===== src/rtl/lsu_pkg.sv =====
// Shared definitions for the wide load/store unit.
//   - access size encodings and FSM state type
//   - size_bytes   : access size in bytes (1,2,4,8)
//   - beat_count   : number of bus beats an access needs on a given bus
//   - is_misaligned: alignment check, including dword on a 32-bit core
package lsu_pkg;

    localparam logic [1:0] SZ_B = 2'b00;
    localparam logic [1:0] SZ_H = 2'b01;
    localparam logic [1:0] SZ_W = 2'b10;
    localparam logic [1:0] SZ_D = 2'b11;

    // Wide enough for up to 8 beats (64-bit data on an 8-bit bus).
    localparam int CNT_W = 4;

    typedef enum logic {
        S_IDLE   = 1'b0,
        S_ACTIVE = 1'b1
    } lsu_state_t;

    function automatic logic [3:0] size_bytes(input logic [1:0] size);
        return 4'd1 << size;
    endfunction

    // lane_bits = log2(bus bytes). Accesses no wider than the bus take one beat.
    function automatic logic [CNT_W-1:0] beat_count(input logic [1:0] size, input int lane_bits);
        if (int'(size) > lane_bits)
            return CNT_W'(1) << (int'(size) - lane_bits);
        return CNT_W'(1);
    endfunction

    // A dword access has no meaning on a 32-bit core and is rejected as misaligned.
    function automatic logic is_misaligned(input logic [1:0] size, input logic [2:0] addr_lo,
                                           input logic xlen64);
        logic [2:0] mask;
        mask = 3'((4'd1 << size) - 4'd1);
        return ((addr_lo & mask) != 3'd0) || ((size == SZ_D) && !xlen64);
    endfunction

endpackage


===== src/rtl/lsu_lane_align.sv =====
// Combinational data steering between register width and bus lanes.
// Ports:
//   i_size, i_signed : latched access size and load signedness
//   i_off            : byte offset of the access inside a bus word
//   i_beat           : index of the beat currently being issued
//   i_sdat           : latched store data (register width)
//   o_wdat, o_sel    : store beat data and lane select (ungated)
//   i_ldat           : assembled raw load data (beat k in slot k)
//   o_ldat           : lane-extracted, zero/sign-extended load result
module lsu_lane_align
    import lsu_pkg::*;
#(
    parameter int XLEN  = 64,
    parameter int BUS_W = 16,
    parameter int BB    = BUS_W / 8,
    parameter int LB    = $clog2(BUS_W / 8)
) (
    input  logic [1:0]       i_size,
    input  logic             i_signed,
    input  logic [LB-1:0]    i_off,
    input  logic [CNT_W-1:0] i_beat,
    input  logic [XLEN-1:0]  i_sdat,
    output logic [BUS_W-1:0] o_wdat,
    output logic [BB-1:0]    o_sel,
    input  logic [XLEN-1:0]  i_ldat,
    output logic [XLEN-1:0]  o_ldat
);

    logic [3:0]       w_nb;
    logic             w_narrow;
    logic [2:0]       w_nbm1;
    logic [7:0]       w_lanes;
    logic [BUS_W-1:0] w_rep;
    logic [BUS_W-1:0] w_slice;
    logic [XLEN-1:0]  w_shift;
    logic [6:0]       w_nbits;
    logic             w_sign;

    assign w_nb     = size_bytes(i_size);
    assign w_narrow = int'(w_nb) < BB;
    assign w_nbm1   = 3'(w_nb - 4'd1);
    assign w_lanes  = 8'((9'd1 << w_nb) - 9'd1);

    // Narrow store: bus byte lane gi carries store byte (gi mod NB), so the
    // addressed lanes always see the right bytes whatever the offset.
    genvar gi;
    for (gi = 0; gi < BB; gi++) begin : g_rep
        assign w_rep[gi*8 +: 8] = i_sdat[{3'(gi) & w_nbm1, 3'b000} +: 8];
    end

    assign w_slice = BUS_W'(i_sdat >> (int'(i_beat) * BUS_W));
    assign o_wdat  = w_narrow ? w_rep : w_slice;
    assign o_sel   = w_narrow ? (BB'(w_lanes) << i_off) : {BB{1'b1}};

    // Aligned wide accesses have i_off = 0, so one shift serves both cases.
    assign w_shift = i_ldat >> {i_off, 3'b000};
    assign w_nbits = 7'(w_nb) << 3;

    always_comb begin
        case (i_size)
            SZ_B:    w_sign = w_shift[7];
            SZ_H:    w_sign = w_shift[15];
            SZ_W:    w_sign = w_shift[31];
            default: w_sign = w_shift[XLEN-1];
        endcase
    end

    for (gi = 0; gi < XLEN; gi++) begin : g_ext
        assign o_ldat[gi] = (gi < int'(w_nbits)) ? w_shift[gi] : (i_signed & w_sign);
    end

endmodule


===== src/rtl/lsu_wide.sv =====
// Load/store unit: splits one register-width access into Wishbone B.4
// pipelined beats, assembles and extends load data, rejects misaligned
// requests, terminates on bus error and forwards non-memory results.
// Ports:
//   clk_i, reset_i               : clock, synchronous active-high reset
//   req_i, nomem_i, we_i, size_i : request, pass-through, store, size
//   signed_i, addr_i, dat_i      : load signedness, byte address, store data
//   busy_o, rwe_o, dat_o         : busy, completion pulse, load result
//   misal_o, buserr_o            : misalignment / bus-error pulses
//   wbm*_o / wbm*_i              : Wishbone pipelined master port
module lsu_wide
    import lsu_pkg::*;
#(
    parameter int XLEN  = 64,
    parameter int BUS_W = 16,
    parameter int AW    = 64
) (
    input  logic               clk_i,
    input  logic               reset_i,
    input  logic               req_i,
    input  logic               nomem_i,
    input  logic               we_i,
    input  logic [1:0]         size_i,
    input  logic               signed_i,
    input  logic [AW-1:0]      addr_i,
    input  logic [XLEN-1:0]    dat_i,
    output logic               busy_o,
    output logic               rwe_o,
    output logic [XLEN-1:0]    dat_o,
    output logic               misal_o,
    output logic               buserr_o,
    output logic [AW-1:0]      wbmadr_o,
    output logic [BUS_W-1:0]   wbmdat_o,
    output logic               wbmwe_o,
    output logic               wbmstb_o,
    output logic               wbmcyc_o,
    output logic [BUS_W/8-1:0] wbmsel_o,
    input  logic               wbmstall_i,
    input  logic               wbmack_i,
    input  logic               wbmerr_i,
    input  logic [BUS_W-1:0]   wbmdat_i
);

    localparam int BB   = BUS_W / 8;
    localparam int LB   = $clog2(BB);
    localparam int MAXB = XLEN / BUS_W;

    lsu_state_t       r_state;
    logic [AW-1:0]    r_addr;
    logic [1:0]       r_size;
    logic             r_we;
    logic             r_signed;
    logic [XLEN-1:0]  r_sdat;
    logic [XLEN-1:0]  r_buf;
    logic [XLEN-1:0]  r_dat;
    logic [CNT_W-1:0] r_beats;
    logic [CNT_W-1:0] r_issued;
    logic [CNT_W-1:0] r_acked;
    logic             r_rwe;
    logic             r_misal;
    logic             r_buserr;

    logic             w_active;
    logic             w_misal;
    logic             w_stb;
    logic             w_issue;
    logic             w_ack;
    logic             w_last;
    logic             w_err;
    logic [AW-1:0]    w_base;
    logic [XLEN-1:0]  w_buf_next;
    logic [BUS_W-1:0] w_wdat;
    logic [BB-1:0]    w_sel;
    logic [XLEN-1:0]  w_ld;

    assign w_active = (r_state == S_ACTIVE);
    assign w_misal  = is_misaligned(size_i, addr_i[2:0], XLEN == 64);
    assign w_stb    = w_active && (r_issued < r_beats);
    assign w_issue  = w_stb && !wbmstall_i;
    // Acks with nothing outstanding are stray and ignored.
    assign w_ack    = w_active && wbmack_i && (r_acked != r_issued);
    assign w_last   = w_ack && (r_acked == r_beats - CNT_W'(1));
    assign w_err    = w_active && wbmerr_i;

    // The issue counter only moves on an unstalled strobe, so the address holds.
    assign w_base   = {r_addr[AW-1:LB], {LB{1'b0}}};
    assign wbmadr_o = w_base + (AW'(r_issued) << LB);

    // Raw load buffer with the current acked beat merged into its slot, so
    // the final beat is visible to the extender in the completing cycle.
    genvar gi;
    for (gi = 0; gi < MAXB; gi++) begin : g_slot
        assign w_buf_next[gi*BUS_W +: BUS_W] = (r_acked == CNT_W'(gi)) ? wbmdat_i
                                                                       : r_buf[gi*BUS_W +: BUS_W];
    end

    lsu_lane_align #(
        .XLEN  (XLEN),
        .BUS_W (BUS_W)
    ) u_align (
        .i_size   (r_size),
        .i_signed (r_signed),
        .i_off    (r_addr[LB-1:0]),
        .i_beat   (r_issued),
        .i_sdat   (r_sdat),
        .o_wdat   (w_wdat),
        .o_sel    (w_sel),
        .i_ldat   (w_buf_next),
        .o_ldat   (w_ld)
    );

    always_ff @(posedge clk_i) begin
        if (reset_i) begin
            r_state  <= S_IDLE;
            r_addr   <= '0;
            r_size   <= SZ_B;
            r_we     <= 1'b0;
            r_signed <= 1'b0;
            r_sdat   <= '0;
            r_buf    <= '0;
            r_dat    <= '0;
            r_beats  <= '0;
            r_issued <= '0;
            r_acked  <= '0;
            r_rwe    <= 1'b0;
            r_misal  <= 1'b0;
            r_buserr <= 1'b0;
        end else begin
            r_rwe    <= 1'b0;
            r_misal  <= 1'b0;
            r_buserr <= 1'b0;
            case (r_state)
                S_IDLE: begin
                    if (nomem_i) begin
                        r_dat <= XLEN'(addr_i);
                        r_rwe <= 1'b1;
                    end else if (req_i) begin
                        if (w_misal) begin
                            r_misal <= 1'b1;
                        end else begin
                            r_state  <= S_ACTIVE;
                            r_addr   <= addr_i;
                            r_size   <= size_i;
                            r_we     <= we_i;
                            r_signed <= signed_i;
                            r_sdat   <= dat_i;
                            r_buf    <= '0;
                            r_beats  <= beat_count(size_i, LB);
                            r_issued <= '0;
                            r_acked  <= '0;
                        end
                    end
                end
                S_ACTIVE: begin
                    if (w_issue)
                        r_issued <= r_issued + CNT_W'(1);
                    // Error wins over a simultaneous ack; remaining beats are dropped.
                    if (w_err) begin
                        r_state  <= S_IDLE;
                        r_buserr <= 1'b1;
                    end else if (w_ack) begin
                        r_buf   <= w_buf_next;
                        r_acked <= r_acked + CNT_W'(1);
                        if (w_last) begin
                            r_state <= S_IDLE;
                            r_rwe   <= 1'b1;
                            if (!r_we)
                                r_dat <= w_ld;
                        end
                    end
                end
                default: r_state <= S_IDLE;
            endcase
        end
    end

    assign busy_o   = w_active;
    assign wbmcyc_o = w_active;
    assign wbmstb_o = w_stb;
    assign wbmwe_o  = w_stb & r_we;
    assign wbmsel_o = w_stb ? w_sel : '0;
    assign wbmdat_o = w_wdat;
    assign rwe_o    = r_rwe;
    assign dat_o    = r_dat;
    assign misal_o  = r_misal;
    assign buserr_o = r_buserr;

endmodule


===== config.mk =====
export PLATFORM = sky130hd
export DESIGN_NAME = lsu_wide
export DESIGN_NICKNAME = d
export VERILOG_FILES = /design/src/rtl/lsu_pkg.sv /design/src/rtl/lsu_lane_align.sv /design/src/rtl/lsu_wide.sv
export SDC_FILE = /design/constraint.sdc
export NUM_CORES = 1
export LEC_CHECK = 0
export ABC_AREA = 0
export ABC_CLOCK_PERIOD_IN_PS = 2800
export CAP_MARGIN = 20
export CORE_MARGIN = 2
export CORE_UTILIZATION = 51
export CTS_BUF_LIST = sky130_fd_sc_hd__clkbuf_16
export CTS_CLUSTER_SIZE = 12
export DETAILED_ROUTE_END_ITERATION = 8
export MAX_ROUTING_LAYER = met4
export PLACE_DENSITY = 0.87
export SLEW_MARGIN = 20
export SYNTH_ARGS = -nofsm -noshare
export SYNTH_HDL_FRONTEND = slang
export SYNTH_SLANG_ARGS = --single-unit

===== constraint.sdc =====
create_clock -name clk_i -period 2.8 [get_ports clk_i]
set_input_delay 0.28 -clock clk_i [delete_from_list [all_inputs] [get_ports clk_i]]
set_output_delay 0.28 -clock clk_i [all_outputs]
set_load 0.01 [all_outputs]

==> run metrics, run 1 <==
M3 GR Usage=5.85%; syn avg cell area=8.13 um2; Slew Limit Headroom=41.3%; share of power burned in registers=45.1%; unrepaired setup endpoints after global routing=yes; final period utilization=112%; Fill cells=1893; Power Density=482 nW/um2; Setup WS post-layout=-0.347 ns; met1 usage=41.3%; Post-synth ARST share=0%; Die Y=169 um; Finished Layout Cells=2400; CTS clock-pin slew for the worst setup and hold paths=0.06 ns; GRT busiest layer=met2; sequential area share after synthesis=40.0%; IO Port Bufs=306; initial antenna violation count=1; post-synthesis register bit count=276; HP Class=input pin to flip-flop; Mapped Cells=1699; Gate power share=14.1%; Worst Path Arrival=2.87 ns; Die ar.=28400 um2; synthesized cell area=13800 um2; max cap viols=0; layout cell share with drive strength beyond 1=18.4%; io pins=308; routed wire length per instance=21.1 um; mean number of vias per cell=6.22; area of the multi-input gates=8180 um2; critical path startpoint category=flip-flop; GR Overflow Total=0; nets@finish=2214; Post-Place Cells=2318; GRT met2 Usage=55.4%; sw power=2.41 mW; EDFF count, synth=0; P_int=6.85 mW; FF+latch area=5540 um2; worst slew pin tran=0.858 ns; Clk Latency, worst-skew pair=0.56 ns; initial core utilization=51.5%; Slew Limit Fails=0; Net Sw Frac=26.0%; outcome=finished with violations; top-area cell type share of the netlist area=40.0%; LEAKAGE=7.08 nW; final setup fails=54; CTS tree=built; clock tree root buffer cell=clkbuf_16; critical path class=flip-flop to output pin; Area growth, synth to finish=39.2%; largest net degree at the start of global routing=109; Synth area leaders=dfxtp_1 40%, nand2_1 10%, a21oi_1 6.3%, mux4_2 3.9%, mux2i_1 3.6%; Final Hold Vio Count=0; Fmax achieved=318 MHz; failing checks=setup timing; H-tree depth=1; crit path max fanout=7; gp weighted congestion=0.958; post-synthesis cell type count=65; Final ANT Viol Nets=0; number of global-route vias before repair=13985; Detailed Routing Iterations Pass 1=6; clock share of power=40.8%; total CTS buffers=30; Sink Count=276; Max rail drop VDD=0.411 mV; DIE WIDTH=169 um; Site Rows=60; area leader, netlist=dfxtp_1; total of warnings raised by yosys=0; Synth Net Count=1875; Core Area=26800 um2; Hold Slack=0.273 ns; drt total wl=50.6 mm; maximum clock insertion buffer count=3; first-pass GRT wire length=75.4 mm; critical path endpoint category=output pin; Worst Path Required=2.52 ns; fin crit period=3.15 ns; Via Count=14920; dpl hpwl=34.2 mm; Top FF cell, synth=dfxtp_1; global-route usage over all layers=34.0%; Fin Clk Skew=0.0130 ns; DRT iter0 DRCs=2374; drt drc=0
worst max-delay path: stages (launching register included):
cell and delay (ns):
dfxtp_2 0.34, ha_4 0.17, fa_2 0.36, a21o_1 0.24, a21oi_4 0.28, and4b_2 0.31
nand3_2 0.11, buf_12 0.14, nor2_4 0.04, xnor2_2 0.16, buf_2 0.15
Yosys cell counts (8+ instances only):
library cell and n:
dfxtp_1 276, a22o_1 16, a211oi_1 43, mux2i_1 50, nor2_1 129, o21ai_0 37, a32oi_1 35, and2_1 15
clkbuf_1 116, inv_1 18, a221oi_1 17, nand4_1 14, xor2_1 26, ha_1 20, xnor2_1 49, and3_1 11
nor3_1 43, nand2_1 370, a22oi_1 8, or3_1 15, mux2_2 8, a21oi_1 174, nand3_1 40, o22ai_1 30
o41ai_1 23, mux4_2 24, buf_2 17
stage by stage:
| stage | util, % | setup slack, ns | total power [mW] | cell area (um2) | setup TNS [ns] |
|---|---|---|---|---|---|
| 5_1_grt | 71.8 | -0.391 | 9.51 | 19200 | -14.41 |
| 4_1_cts | 70.5 | -0.244 | 9.21 | 18900 | -3.06 |
| 3_5_place_dp | 66.3 | -0.542 | 5.53 | 17800 | -15.65 |
| 6_report | 71.8 | -0.347 | 9.26 | 19200 | -10.19 |
| 3_3_place_gp | 66.3 | -0.856 | 5.50 | 17800 | -13.48 |
| 2_1_floorplan | - | 0.267 | 4.79 | 13800 | 0 |
timing repair:
action / CTS / global route
buffers inserted: 16 / 14
hold buffers: 0 / 0
resized for setup: 256 / 104
setup endpoints to repair: 77 / 108
pin swaps: 32 / 32
gates cloned: 1 / 0
power groups by stage:
stage	Combinational, mW	Sequential, mW	Clock, mW
3_3_place_gp	1.26	4.25	0
4_1_cts	1.27	4.17	3.77
5_1_grt	1.38	4.19	3.94
3_5_place_dp	1.28	4.25	0
6_report	1.30	4.18	3.78
2_1_floorplan	0.524	4.26	0
state kept, by name, summed over array words and instances, names as in the netlist:
name      count
r_buf        64
busy_o        1
dat_o        64
misal_o       1
r_size        2
rwe_o         1
buserr_o      1
r_addr       64
r_acked       4
r_beats       4
r_signed      1
r_sdat       64
r_issued      4
r_we          1
layout make-up:
cell class                 instances  share of cell area (%)
multi-input combinational       1261                    42.5
clock buffer                      31                    4.03
sequential                       276                    28.8
timing repair buffer             450                    21.3
antenna                            1                  0.0130
inverter                          19                   0.371
clock inverter                    21                   0.748
tap                              341                    2.22
path summary, 6_finish.rpt:
path / endpoint / cells past startpoint / slack [ns] / start
max: wbmadr_o[55] / 10 / -0.35 / r_addr[1]
min: r_sdat[1] / 3 / 0.27 / dat_i[1]
max reg2reg: dat_o[18] / 9 / 0.07 / r_beats[1]
min reg2reg: r_buf[55] / 2 / 0.45 / r_buf[55]
logic make-up (layout without fill, tap and decap cells):
| family | Yosys count | in the layout | synth area share (%) |
|---|---|---|---|
| AND/OR/NAND/NOR | 671 | 671 | 20.9 |
| AO/OA/AOI/OAI | 411 | 411 | 19.4 |
| flip-flops | 276 | 276 | 40.0 |
| buffers and inverters | 162 | 521 | 4.72 |
| multiplexers | 82 | 82 | 8.19 |
| XOR/XNOR | 75 | 75 | 4.76 |
| adder cells (fa/ha/maj) | 21 | 21 | 1.96 |
| other | 1 | 2 | 0.0271 |
cells in the final DEF (no fill, tap or decap), types with 6 or more instances in the layout:
| cell | count |
|---|---|
| a21oi_1 | 170 |
| a22o_1 | 16 |
| xnor2_1 | 37 |
| nand4_1 | 14 |
| buf_4 | 116 |
| or3_1 | 15 |
| xor2_1 | 25 |
| clkinv_2 | 6 |
| dfxtp_2 | 7 |
| mux2_2 | 8 |
| buf_12 | 11 |
| mux4_2 | 24 |
| o22ai_1 | 30 |
| nand2_1 | 366 |
| nor2_2 | 8 |
| inv_1 | 27 |
| nand3_1 | 21 |
| a211oi_1 | 42 |
| ha_1 | 17 |
| nor2_1 | 118 |
| a221oi_1 | 17 |
| clkbuf_16 | 31 |
| clkdlybuf4s50_1 | 241 |
| nor3_2 | 6 |
| nand2b_1 | 6 |
| nor3_1 | 35 |
| o21ai_0 | 37 |
| mux2i_1 | 50 |
| dfxtp_1 | 267 |
| buf_6 | 17 |
| a22oi_1 | 8 |
| xnor2_2 | 12 |
| nand3_2 | 14 |
| buf_2 | 51 |
| and3_1 | 9 |
| and2_1 | 14 |
| o41ai_1 | 23 |
| a32oi_1 | 35 |
metal layers:
metal,routed length (um),vias up
li1,-,6676
met2,24000,1067
met4,2840,0
met5,0,-
met1,18700,6922
met3,5070,255
(Power assumes the default switching activity.)
==> run 2: changes to the inputs <==
--- a/config.mk
+++ b/config.mk
@@ -8,7 +8,6 @@
 export ABC_AREA = 0
 export ABC_CLOCK_PERIOD_IN_PS = 2800
 export CAP_MARGIN = 20
-export CORE_MARGIN = 2
 export CORE_UTILIZATION = 51
 export CTS_BUF_LIST = sky130_fd_sc_hd__clkbuf_16
 export CTS_CLUSTER_SIZE = 12
==> run metrics, run 2 (same netlist as run 1, synthesis figures left out) <==
mean number of vias per cell=6.20; Worst Path Required=2.52 ns; worst slew pin tran=0.720 ns; DIE WIDTH=167 um; routed wire length per instance=20.9 um; FF+latch area=5540 um2; clock share of power=39.7%; Power Density=473 nW/um2; drt total wl=50.1 mm; Hold Slack=0.274 ns; outcome=finished with violations; final period utilization=112%; gp weighted congestion=1.02; Worst Path Arrival=2.85 ns; Site Rows=59; dpl ws=-0.669 ns; most common cell after layout, fill and taps aside=nand2_1; Slew Limit Headroom=52.0%; Via Count=14823; CTS tree=built; Slew Limit Fails=0; R2R cell count=8; nets@finish=2214; CTS clock-pin slew for the worst setup and hold paths=0.06 ns; Clk Latency, worst-skew pair=0.55 ns; number of global-route vias before repair=13721; Fill cells=1795; r2r startpoint=r_beats[0]; Die ar.=27700 um2; maximum clock insertion buffer count=3; crit path max fanout=5; H-tree depth=1; commonest non-fill, non-tap cells in the layout=363 x nand2_1, 267 x dfxtp_1, 245 x clkdlybuf4s50_1; io pins=308; unrepaired setup endpoints after global routing=yes; Die Y=167 um; DRT iter0 DRCs=2099; Detailed Routing Iterations Pass 1=9; Max rail drop VDD=0.455 mV; total CTS buffers=29; Area growth, synth to finish=39.0%; Setup WS post-layout=-0.330 ns; Final ANT Viol Nets=0; critical path endpoint category=output pin; IO Port Bufs=306; area of the multi-input gates=8220 um2; largest net degree at the start of global routing=96; clock tree root buffer cell=clkbuf_16; global-route usage over all layers=35.1%; Post-Place Cells=2315; R2R Setup Slk=0.26 ns; Gate power share=14.3%; dpl hpwl=34.2 mm; GR Overflow Total=0; crit path to=wbmadr_o[63]; layout cell share with drive strength beyond 1=18.3%; crit path from=r_issued[0]; drt drc=25; first-pass GRT wire length=75.9 mm; Sink Count=276; Fmax achieved=320 MHz; failing checks=DRC, setup timing; fin crit period=3.13 ns; share of power burned in registers=45.9%; critical path startpoint category=flip-flop; HP Class=input pin to flip-flop; sw power=2.36 mW; P_int=6.73 mW; final setup fails=61; Net Sw Frac=26.0%; Fin Clk Skew=0.0105 ns; LEAKAGE=7.09 nW; Final Hold Vio Count=0; reg2reg end=dat_o[48]; total power=9.09 mW; initial core utilization=52.6%; Core Area=26300 um2; initial antenna violation count=1; Finished Layout Cells=2390; critical path class=flip-flop to output pin; max cap viols=0
run 2: cell types whose count changed in the layout (fill, tap and decap cells not counted), moves of 4 or more:
cell	before	now
clkdlybuf4s50_1	241	245
clkinv_1	4	10
clkinv_2	6	2
inv_1	27	22
nand2_2	2	7
nand3_1	21	29
nand3_2	14	7
nor2_1	118	113
nor2_4	5	10
run 2: how the worst min path moves through the flow:
stage	cells past startpoint	startpoint	end	slack, ns
6_report	3	dat_i[1]	r_sdat[1]	0.27
5_1_grt	3	dat_i[1]	r_sdat[1]	0.27
4_1_cts	3	dat_i[39]	r_sdat[39]	0.26
3_5_place_dp	2	dat_o[55]	dat_o[55]	0.44
3_3_place_gp	2	dat_o[50]	dat_o[50]	0.43
2_1_floorplan	2	wbmerr_i	buserr_o	0.40
run 2: what timing repair did:
item / in CTS / in global routing
cloned: 1 / 0
hold buffers: 0 / 0
resized for setup: 283 / 80
setup endpoints to repair: 91 / 96
buffers inserted: 16 / 18
pin swaps: 38 / 34
run 2: power groups by stage:
stage / Combinational (mW) / Sequential (mW) / Clock, mW
floorplan: 0.524 / 4.26 / 0
global placement: 1.26 / 4.25 / 0
detailed placement: 1.28 / 4.25 / 0
CTS: 1.27 / 4.17 / 3.61
global route: 1.38 / 4.19 / 3.79
finish: 1.30 / 4.18 / 3.61
run 2: critical path, stage by stage, from the launching register on:
cell and delay (ns):
dfxtp_2 0.35, ha_4 0.17, fa_2 0.34, a21o_1 0.24, a21oi_4 0.26, and4b_2 0.31
nand3_4 0.16, buf_12 0.14, nor4_4 0.04, xor2_1 0.14, buf_2 0.14
run 2: area by class of cell:
type	count	share of cell area [%]
multi-input cells	1261	42.8
flip-flops and latches	276	28.9
repair buffers	451	21.3
clock buffers	29	3.78
well taps	335	2.18
clock inverters	18	0.664
inverters	19	0.371
diodes	1	0.0130
run 2: through the flow:
| stage | utilization [%] | cell area [um2] | setup TNS (ns) |
|---|---|---|---|
| finish | 73.1 | 19200 | -7.97 |
| global placement | 67.6 | 17800 | -11.24 |
| detailed placement | 67.6 | 17800 | -18.87 |
| global route | 73.1 | 19200 | -11.92 |
| floorplan | - | 13800 | 0 |
| CTS | 71.8 | 18900 | -3.70 |
run 2: routing by layer:
layer  global-route usage (%)  up-vias  share of wire, %
li1                         -     6683                 -
met5                        -        -                 0
met4                     15.1        0               5.0
met2                     56.3      988                47
met3                     4.63      174               9.1
met1                     44.3     6978                39
==> patch: new RTL, config.mk and constraints of run 1 <==
Make the reset (`reset_i`) asynchronous in one clocked block. Comments in the files are not updated.
--- a/src/rtl/lsu_wide.sv
+++ b/src/rtl/lsu_wide.sv
@@ -109,7 +109,7 @@
         .o_ldat   (w_ld)
     );
 
-    always_ff @(posedge clk_i) begin
+    always_ff @(posedge clk_i or posedge reset_i) begin
         if (reset_i) begin
             r_state  <= S_IDLE;
             r_addr   <= '0;
Behaviour: not the same (Yosys sat finds a counterexample within 4 cycles, from zero or initial values and one cycle with reset_i high; the reset may be asserted at any time).
==> patch against run 1 <==
- area after synthesis is 7.0% higher
- non-clock buffer count is 14 lower
- setup slack better by 120 ps
- clock skew is 2.4 ps higher
- design area is 4.7% higher
- the flow still finishes with violations (setup timing)
- sequential cell count stayed put
- wire length is 5.4% higher
Power is not compared: it rests on default switching activity, and its combinational part moved more than twofold at a synthesized area within 25%.
==> patch: results (changes against run 1) <==
routed length on met3 = 4860 um (was 5070 um)
synth unique cells = 60 (was 65)
skew final = 15.3 ps (was 13.0 ps)
vias in the first global route = 13503 (was 13985)
FF-to-FF Start = r_issued[1] (was r_beats[1])
outcome = complete, but fails checks (unchanged)
DR pass1 iterations = 5 (was 6)
arrival time worst endpoint = 2750 ps (was 2870 ps)
area of the multi-input gates = 7750 sq um (was 8180 sq um)
clock network contribution to total cell area = 0.0458 (was 0.0478)
RR Endpoint = dat_o[24] (was dat_o[18])
Setup Viol. Count Final = 72 (was 54)
post-detail-place hpwl = 37100 um (was 34200 um)
slew margin rel. = 0.376 (was 0.413)
Inverters = 23 (was 19)
NumNets Final = 1898 (was 2214)
failing checks = setup timing (unchanged)
worst hold path type = in2async (was in2reg)
layout cells sized above 1 = 0.266 (was 0.184)
post-route worst setup slack = -226 ps (was -347 ps)
Post-Route WL = 53400 um (was 50600 um)
met2 Usage GRT = 0.584 (was 0.554)
Syn Area/Cell = 10.9 sq um (was 8.13 sq um)
area share of the largest cell type after synthesis = 0.467 (was 0.400)
Worst path max stage delay = 400 ps (was 360 ps)
-- patch: per-stage QoR --
stage | area, sq um | TNS, ps
3_3_place_gp | 18900 | -8150
3_5_place_dp | 18900 | -12560
6_report | 20100 | -8180
5_1_grt | 20100 | -13940
4_1_cts | 19900 | -5550
2_1_floorplan | 14800 | -312260
-- patch: where the power goes --
part,internal [W],switching [W]
clock network,0.00216,0.00164
registers,0.00484,0.000740
logic,0.00347,0.00340
total,0.0105,0.00578
-- patch: repair_timing --
| action | 4_1_cts | 5_1_grt |
|---|---|---|
| setup endpoints to repair | 79 | 136 |
| pin swaps | 34 | 35 |
| cloned | 1 | 0 |
| resized for setup | 279 | 50 |
| setup buffers | 15 | 6 |
-- patch: cell families after synthesis --
kind of cell	count (synthesis)	share of synthesized area
other cells	1	0.000254
mux	217	0.173
fa+ha+maj	21	0.0183
buf+inv	131	0.0370
flops	276	0.467
simple gates	328	0.112
xor+xnor	74	0.0438
compound gates	314	0.148
